`config.mk`:
```
export PLATFORM = sky130hd
export DESIGN_NAME = berzerk_input_cond
export DESIGN_NICKNAME = d
export VERILOG_FILES = /design/src/rtl/berzerk_input_cond.sv
export SDC_FILE = /design/constraint.sdc
export NUM_CORES = 1
export LEC_CHECK = 0
export ABC_AREA = 1
export BUFFER_PORTS_ARGS = -buffer_cell sky130_fd_sc_hd__buf_2
export CAP_MARGIN = 10
export CELL_PAD_IN_SITES_DETAIL_PLACEMENT = 1
export CELL_PAD_IN_SITES_GLOBAL_PLACEMENT = 1
export CORE_AREA = 2 2 210 109
export DETAILED_ROUTE_END_ITERATION = 16
export DIE_AREA = 0 0 212 111
export GPL_ROUTABILITY_DRIVEN = 1
export PLACE_DENSITY = 0.84
export SLEW_MARGIN = 20
export SYNTH_ARGS = -nofsm -noshare
export SYNTH_HDL_FRONTEND = slang
export SYNTH_SLANG_ARGS = --single-unit
```
`constraint.sdc`:
```
create_clock -name clk_sys -period 2 [get_ports clk_sys]
set_input_delay 0.2 -clock clk_sys [delete_from_list [all_inputs] [get_ports clk_sys]]
set_output_delay 0.2 -clock clk_sys [all_outputs]
set_load 0.005 [all_outputs]
```
`src/rtl/berzerk_input_cond.sv`:
```
// Berzerk control conditioning: sync, debounce, opposing-direction lockout, one-shot coin pulse.
// Optional autofire on the fire button when BERZERK_AUTOFIRE_EN is defined.
module berzerk_input_cond #(
    parameter int unsigned DEBOUNCE_CYCLES = 40000,
    parameter int unsigned COIN_FRAMES     = 3,
    parameter int unsigned AUTOFIRE_FRAMES = 4
) (
    input  logic       clk_sys,
    input  logic       reset,
    input  logic [7:0] joy_in,
    input  logic       vblank,
    input  logic       autofire_ena,
    output logic       right,
    output logic       left,
    output logic       down,
    output logic       up,
    output logic       fire,
    output logic       start1,
    output logic       start2,
    output logic       coin
);

    localparam logic [15:0] DB_LAST  = 16'(DEBOUNCE_CYCLES - 1);
    localparam logic [3:0]  COIN_END = 4'(COIN_FRAMES);

    typedef enum logic [1:0] {
        C_IDLE,
        C_PULSE,
        C_WAIT_REL
    } coin_state_t;

    logic [7:0]  joy_s1_q, joy_s2_q, joy_prev_q;
    logic [7:0]  deb_q, deb_d;
    logic [15:0] cnt_q [8];
    logic [15:0] cnt_d [8];
    logic        vb_s1_q, vb_s2_q, vb_s3_q;
    logic        frame_tick;
    logic [6:0]  out_q, out_d;
    logic        coin_prev_q;
    logic        coin_q, coin_d;
    coin_state_t state_q, state_d;
    logic [3:0]  frm_cnt_q, frm_cnt_d;
    logic        fire_d;

    assign frame_tick = vb_s2_q & ~vb_s3_q;

    // A bit's counter only runs while the synchronized level is different from the
    // debounced level and unchanged since last cycle; acceptance uses the next count.
    always_comb begin
        deb_d = deb_q;
        for (int i = 0; i < 8; i++) begin
            cnt_d[i] = 16'd0;
            if ((joy_s2_q[i] != deb_q[i]) && (joy_s2_q[i] == joy_prev_q[i])) begin
                cnt_d[i] = cnt_q[i] + 16'd1;
            end
            if ((joy_s2_q[i] != deb_q[i]) && (cnt_d[i] == DB_LAST)) begin
                deb_d[i] = joy_s2_q[i];
                cnt_d[i] = 16'd0;
            end
        end
    end

    always_comb begin
        state_d   = state_q;
        frm_cnt_d = frm_cnt_q;
        case (state_q)
            C_IDLE: begin
                if (deb_q[7] && !coin_prev_q) begin
                    state_d   = C_PULSE;
                    frm_cnt_d = 4'd0;
                end
            end
            C_PULSE: begin
                if (frame_tick) begin
                    frm_cnt_d = frm_cnt_q + 4'd1;
                    if (frm_cnt_d == COIN_END) begin
                        state_d = deb_q[7] ? C_WAIT_REL : C_IDLE;
                    end
                end
            end
            C_WAIT_REL: begin
                if (!deb_q[7]) begin
                    state_d = C_IDLE;
                end
            end
            default: state_d = C_IDLE;
        endcase
        coin_d = (state_d == C_PULSE);
    end

`ifdef BERZERK_AUTOFIRE_EN
    localparam logic [3:0] AF_END = 4'(AUTOFIRE_FRAMES);

    logic       af_on;
    logic [3:0] af_cnt_q, af_cnt_d;
    logic       af_phase_q, af_phase_d;

    assign af_on = autofire_ena & deb_q[4];

    // Phase idles high so an engaged burst always begins with fire asserted.
    always_comb begin
        af_cnt_d   = af_cnt_q;
        af_phase_d = af_phase_q;
        if (!af_on) begin
            af_cnt_d   = 4'd0;
            af_phase_d = 1'b1;
        end else if (frame_tick) begin
            af_cnt_d = af_cnt_q + 4'd1;
            if (af_cnt_d == AF_END) begin
                af_cnt_d   = 4'd0;
                af_phase_d = ~af_phase_q;
            end
        end
        fire_d = af_on ? af_phase_d : deb_q[4];
    end

    always_ff @(posedge clk_sys) begin
        if (reset) begin
            af_cnt_q   <= 4'd0;
            af_phase_q <= 1'b1;
        end else begin
            af_cnt_q   <= af_cnt_d;
            af_phase_q <= af_phase_d;
        end
    end
`else
    logic [4:0] unused_cfg;
    assign unused_cfg = {autofire_ena, 4'(AUTOFIRE_FRAMES)};
    assign fire_d     = deb_q[4];
`endif

    always_comb begin
        out_d    = 7'd0;
        out_d[0] = deb_q[0] & ~deb_q[1];
        out_d[1] = deb_q[1] & ~deb_q[0];
        out_d[2] = deb_q[2] & ~deb_q[3];
        out_d[3] = deb_q[3] & ~deb_q[2];
        out_d[4] = fire_d;
        out_d[5] = deb_q[5];
        out_d[6] = deb_q[6];
    end

    always_ff @(posedge clk_sys) begin
        if (reset) begin
            joy_s1_q    <= 8'd0;
            joy_s2_q    <= 8'd0;
            joy_prev_q  <= 8'd0;
            deb_q       <= 8'd0;
            for (int i = 0; i < 8; i++) begin
                cnt_q[i] <= 16'd0;
            end
            vb_s1_q     <= 1'b0;
            vb_s2_q     <= 1'b0;
            vb_s3_q     <= 1'b0;
            out_q       <= 7'd0;
            coin_prev_q <= 1'b0;
            coin_q      <= 1'b0;
            state_q     <= C_IDLE;
            frm_cnt_q   <= 4'd0;
        end else begin
            joy_s1_q    <= joy_in;
            joy_s2_q    <= joy_s1_q;
            joy_prev_q  <= joy_s2_q;
            deb_q       <= deb_d;
            for (int i = 0; i < 8; i++) begin
                cnt_q[i] <= cnt_d[i];
            end
            vb_s1_q     <= vblank;
            vb_s2_q     <= vb_s1_q;
            vb_s3_q     <= vb_s2_q;
            out_q       <= out_d;
            coin_prev_q <= deb_q[7];
            coin_q      <= coin_d;
            state_q     <= state_d;
            frm_cnt_q   <= frm_cnt_d;
        end
    end

    assign right  = out_q[0];
    assign left   = out_q[1];
    assign down   = out_q[2];
    assign up     = out_q[3];
    assign fire   = out_q[4];
    assign start1 = out_q[5];
    assign start2 = out_q[6];
    assign coin   = coin_q;

endmodule

```
==> flow_summary.toml <==
[hold_path]
whs_path_depth = 3
min_path_type = "primary input to register"

[power]
power_w = 0.00758
p_leak_nw = 5.19
p_per_area_mw_per_mm2 = 581
ir_drop_v = 0.000436

[place]
dp_cells = 1905
place.gp.congestion = 0.859
port_buffers = 18
hpwl_microns = 22800

[timing]
hold_violations = 0
rsz0062_at_grt = "true"
period_share = 1.16
fin_crit_ns = 2.31
slew_viol_final = 0
layout_setup_ws_ns = -0.314
worst_pin_slew_ns = 0.709
skew_ns = 0.0132
max_freq_ghz = 0.432
max_slew_margin = 0.527
setup_viol_count_final = 119

[clocking]
clkTransAtPathRegs_ns = 0.08
htreeDepth = 4
cts_root_buf = "clkbuf_16"
clk-insertion-delay-late_ns = 0.48
cts_buffers = 17
cts_buffer_depth = 2
cts_tree = "yes"
clock_sinks = 178

[global_route]
track_usage = 0.298
grt_max_degree = 43
grt_antenna_before_repair = 0
grt_pass1_wl_microns = 55000
grt_pass1_vias = 10500
gr-total-overflow = 0

[yosys]
synth_xor_area_frac = 0.0146
synth.yosys.warnings = 0
yosysSeqAreaShare = 0.372
yosysTopAreaCellShare = 0.372
synth_compound_area_frac = 0.0385
post_synth_mux_area_share = 0
synth_most_common_cell = "nand2_1"
synth_cells = 1505
synth_commonest_cells = "nand2_1 (382), nor2_1 (291), inv_1 (227)"
synth_simple_gate_area_frac = 0.455
ys_top_cells_by_area = "dfxtp_1 (37%), nand2_1 (15%), nor2_1 (11%)"
synthArstFlopShare = 0
synth_top_area_cell = "dfxtp_1"
syn_area_sq_mm = 0.00957
yosysUniqueCellTypes = 35
ys.flop_type = "dfxtp_1"
ys_ff_latch = 178
avgSynthCellArea_sq_um = 6.36
synthAdderAreaFrac = 0.0131
synth_edf_count = 0
synth_top_family_by_area = "simple AND/OR/NAND/NOR gates"
syn_nets = 1527

[finish]
fin_util = 0.593
areaGrowthSynthToFinish_pct = 36.4
drive_above_1_share = 0.297
nNetsFinal = 1706
layout.cells.non_filler = 2004
antenna_cells = 0

[worst_setup_path]
r2r_setup_slack_ns = -0.31
worstSetupStartpointType = "register"
path_max_fanout = 6
reg2regPathDepth = 14
crit_type = "register to register"
critical_path_arrival_ns = 2.72
endpoint_kind = "register"
required_ns = 2.40

[detailed_routing]
drt-initial-drc-count = 1134
routed-via-count = 11700
routed_via_density = 5.83
drcViolationCount = 0
ant_nets = 0
wl_per_cell_microns = 22.7
firstDrtPassIters = 6
wl_microns = 45500

[floorplan]
die_h_microns = 111
chipWidth_microns = 212
core_sq_mm = 0.0220
core.rowCount = 39
ioPinCount = 20
start_util = 0.435
die-area_sq_mm = 0.0235

[job]
cap_violations = 0

[outcome]
outcome = "finished, violations left"
violations = "negative setup slack"
-- timing repair --
action / 4_1_cts / 5_1_grt
resized for setup: 78 / 267
hold endpoints to repair: 8 / 0
hold buffers: 8 / 0
buffers inserted: 14 / 43
setup endpoints to repair: 135 / 135
cloned: 2 / 3
pin swaps: 14 / 56
-- kinds of logic (layout without fill, tap and decap cells) --
kind of cell / after synthesis / in the layout
xor gates and xnor gates: 16 / 16
buffers and inverters: 250 / 439
AOI/OAI and AO/OA: 59 / 59
adders and majority gates: 10 / 10
DFF: 178 / 178
and+or+nand+nor: 992 / 995
-- sequential cells by signal, indices dropped and copies added, names as in the netlist --
signal and cells:
deb_q 8, coin_prev_q 1, joy_s1_q 8, vb_s2_q 1
vb_s1_q 1, joy_prev_q 8, cnt_q 128, joy_s2_q 8
vb_s3_q 1, state_q 2, coin 1, frm_cnt_q 4
out_q 7
-- stage by stage --
step                TNS, ns  hold WS, ns  setup slack [ns]  cell area [sq um]
floorplan                 0        0.307             0.193               9570
detailed placement   -11.02        0.404            -0.211              10700
CTS                       0       0.0458           0.00354              11800
finish               -14.87       0.0906            -0.314              13000
global placement      -1.33        0.395           -0.0974              10700
global route         -23.86        0.101            -0.369              13000
-- worst paths after layout --
check,from,to
worst max-delay path,cnt_q[0][42],cnt_q[0][33]
worst min register to register,joy_s1_q[6],joy_s2_q[6]
worst min-delay path,joy_in[7],joy_s1_q[7]
worst max register to register,cnt_q[0][42],cnt_q[0][33]
-- area by class of cell --
class / instances / area (sq um)
clock buffers: 18 / 439
well taps: 307 / 384
flip-flops and latches: 178 / 3660
clock inverters: 14 / 164
fillers: 2822 / 8960
multi-input cells: 1080 / 5990
inverters: 229 / 871
repair buffers: 178 / 1540
-- layout by cell type (no fill, tap or decap), drive strengths merged --
cell type,netlist,layout
o21ai,20,20
inv,229,237
a21oi,16,16
nand2,400,402
and2,1,1
o21bai,18,18
clkinvlp,0,3
o31ai,1,1
clkinv,0,1
or2,2,2
nand3b,4,4
dlygate4sd3,0,8
nand4,42,42
a211oi,1,1
o211ai,3,3
xor2,10,10
xnor2,6,6
buf,16,169
nand3,169,169
dfxtp,178,178
clkbuf,5,19
nor3,63,63
ha,10,10
bufinv,0,2
nor2,311,312
-- where the power goes --
group          internal, W  switching (W)
clock              0.00192        0.00179
sequential         0.00355      0.0000155
combinational     0.000112       0.000194
-- routing by layer --
metal / track usage / part of all wire / up-vias
met5: 0 / 0 / -
met4: 0.101 / 0.042 / 0
met3: 0.0756 / 0.089 / 196
met2: 0.445 / 0.46 / 697
met1: 0.416 / 0.40 / 5693
li1: - / - / 5099
-- worst max-delay path: stages (launching register included) --
cell	delay [ns]
dfxtp_1	0.45
nand2_1	0.19
nor2_4	0.17
inv_1	0.09
nor2_4	0.14
nand2_2	0.08
nand2_1	0.09
nand2_1	0.11
nand3_1	0.14
nor2_2	0.07
nand2_2	0.09
nand2_4	0.10
buf_12	0.18
buf_12	0.14
nor3_4	0.19
No activity file was read; power rests on OpenSTA's default activity.
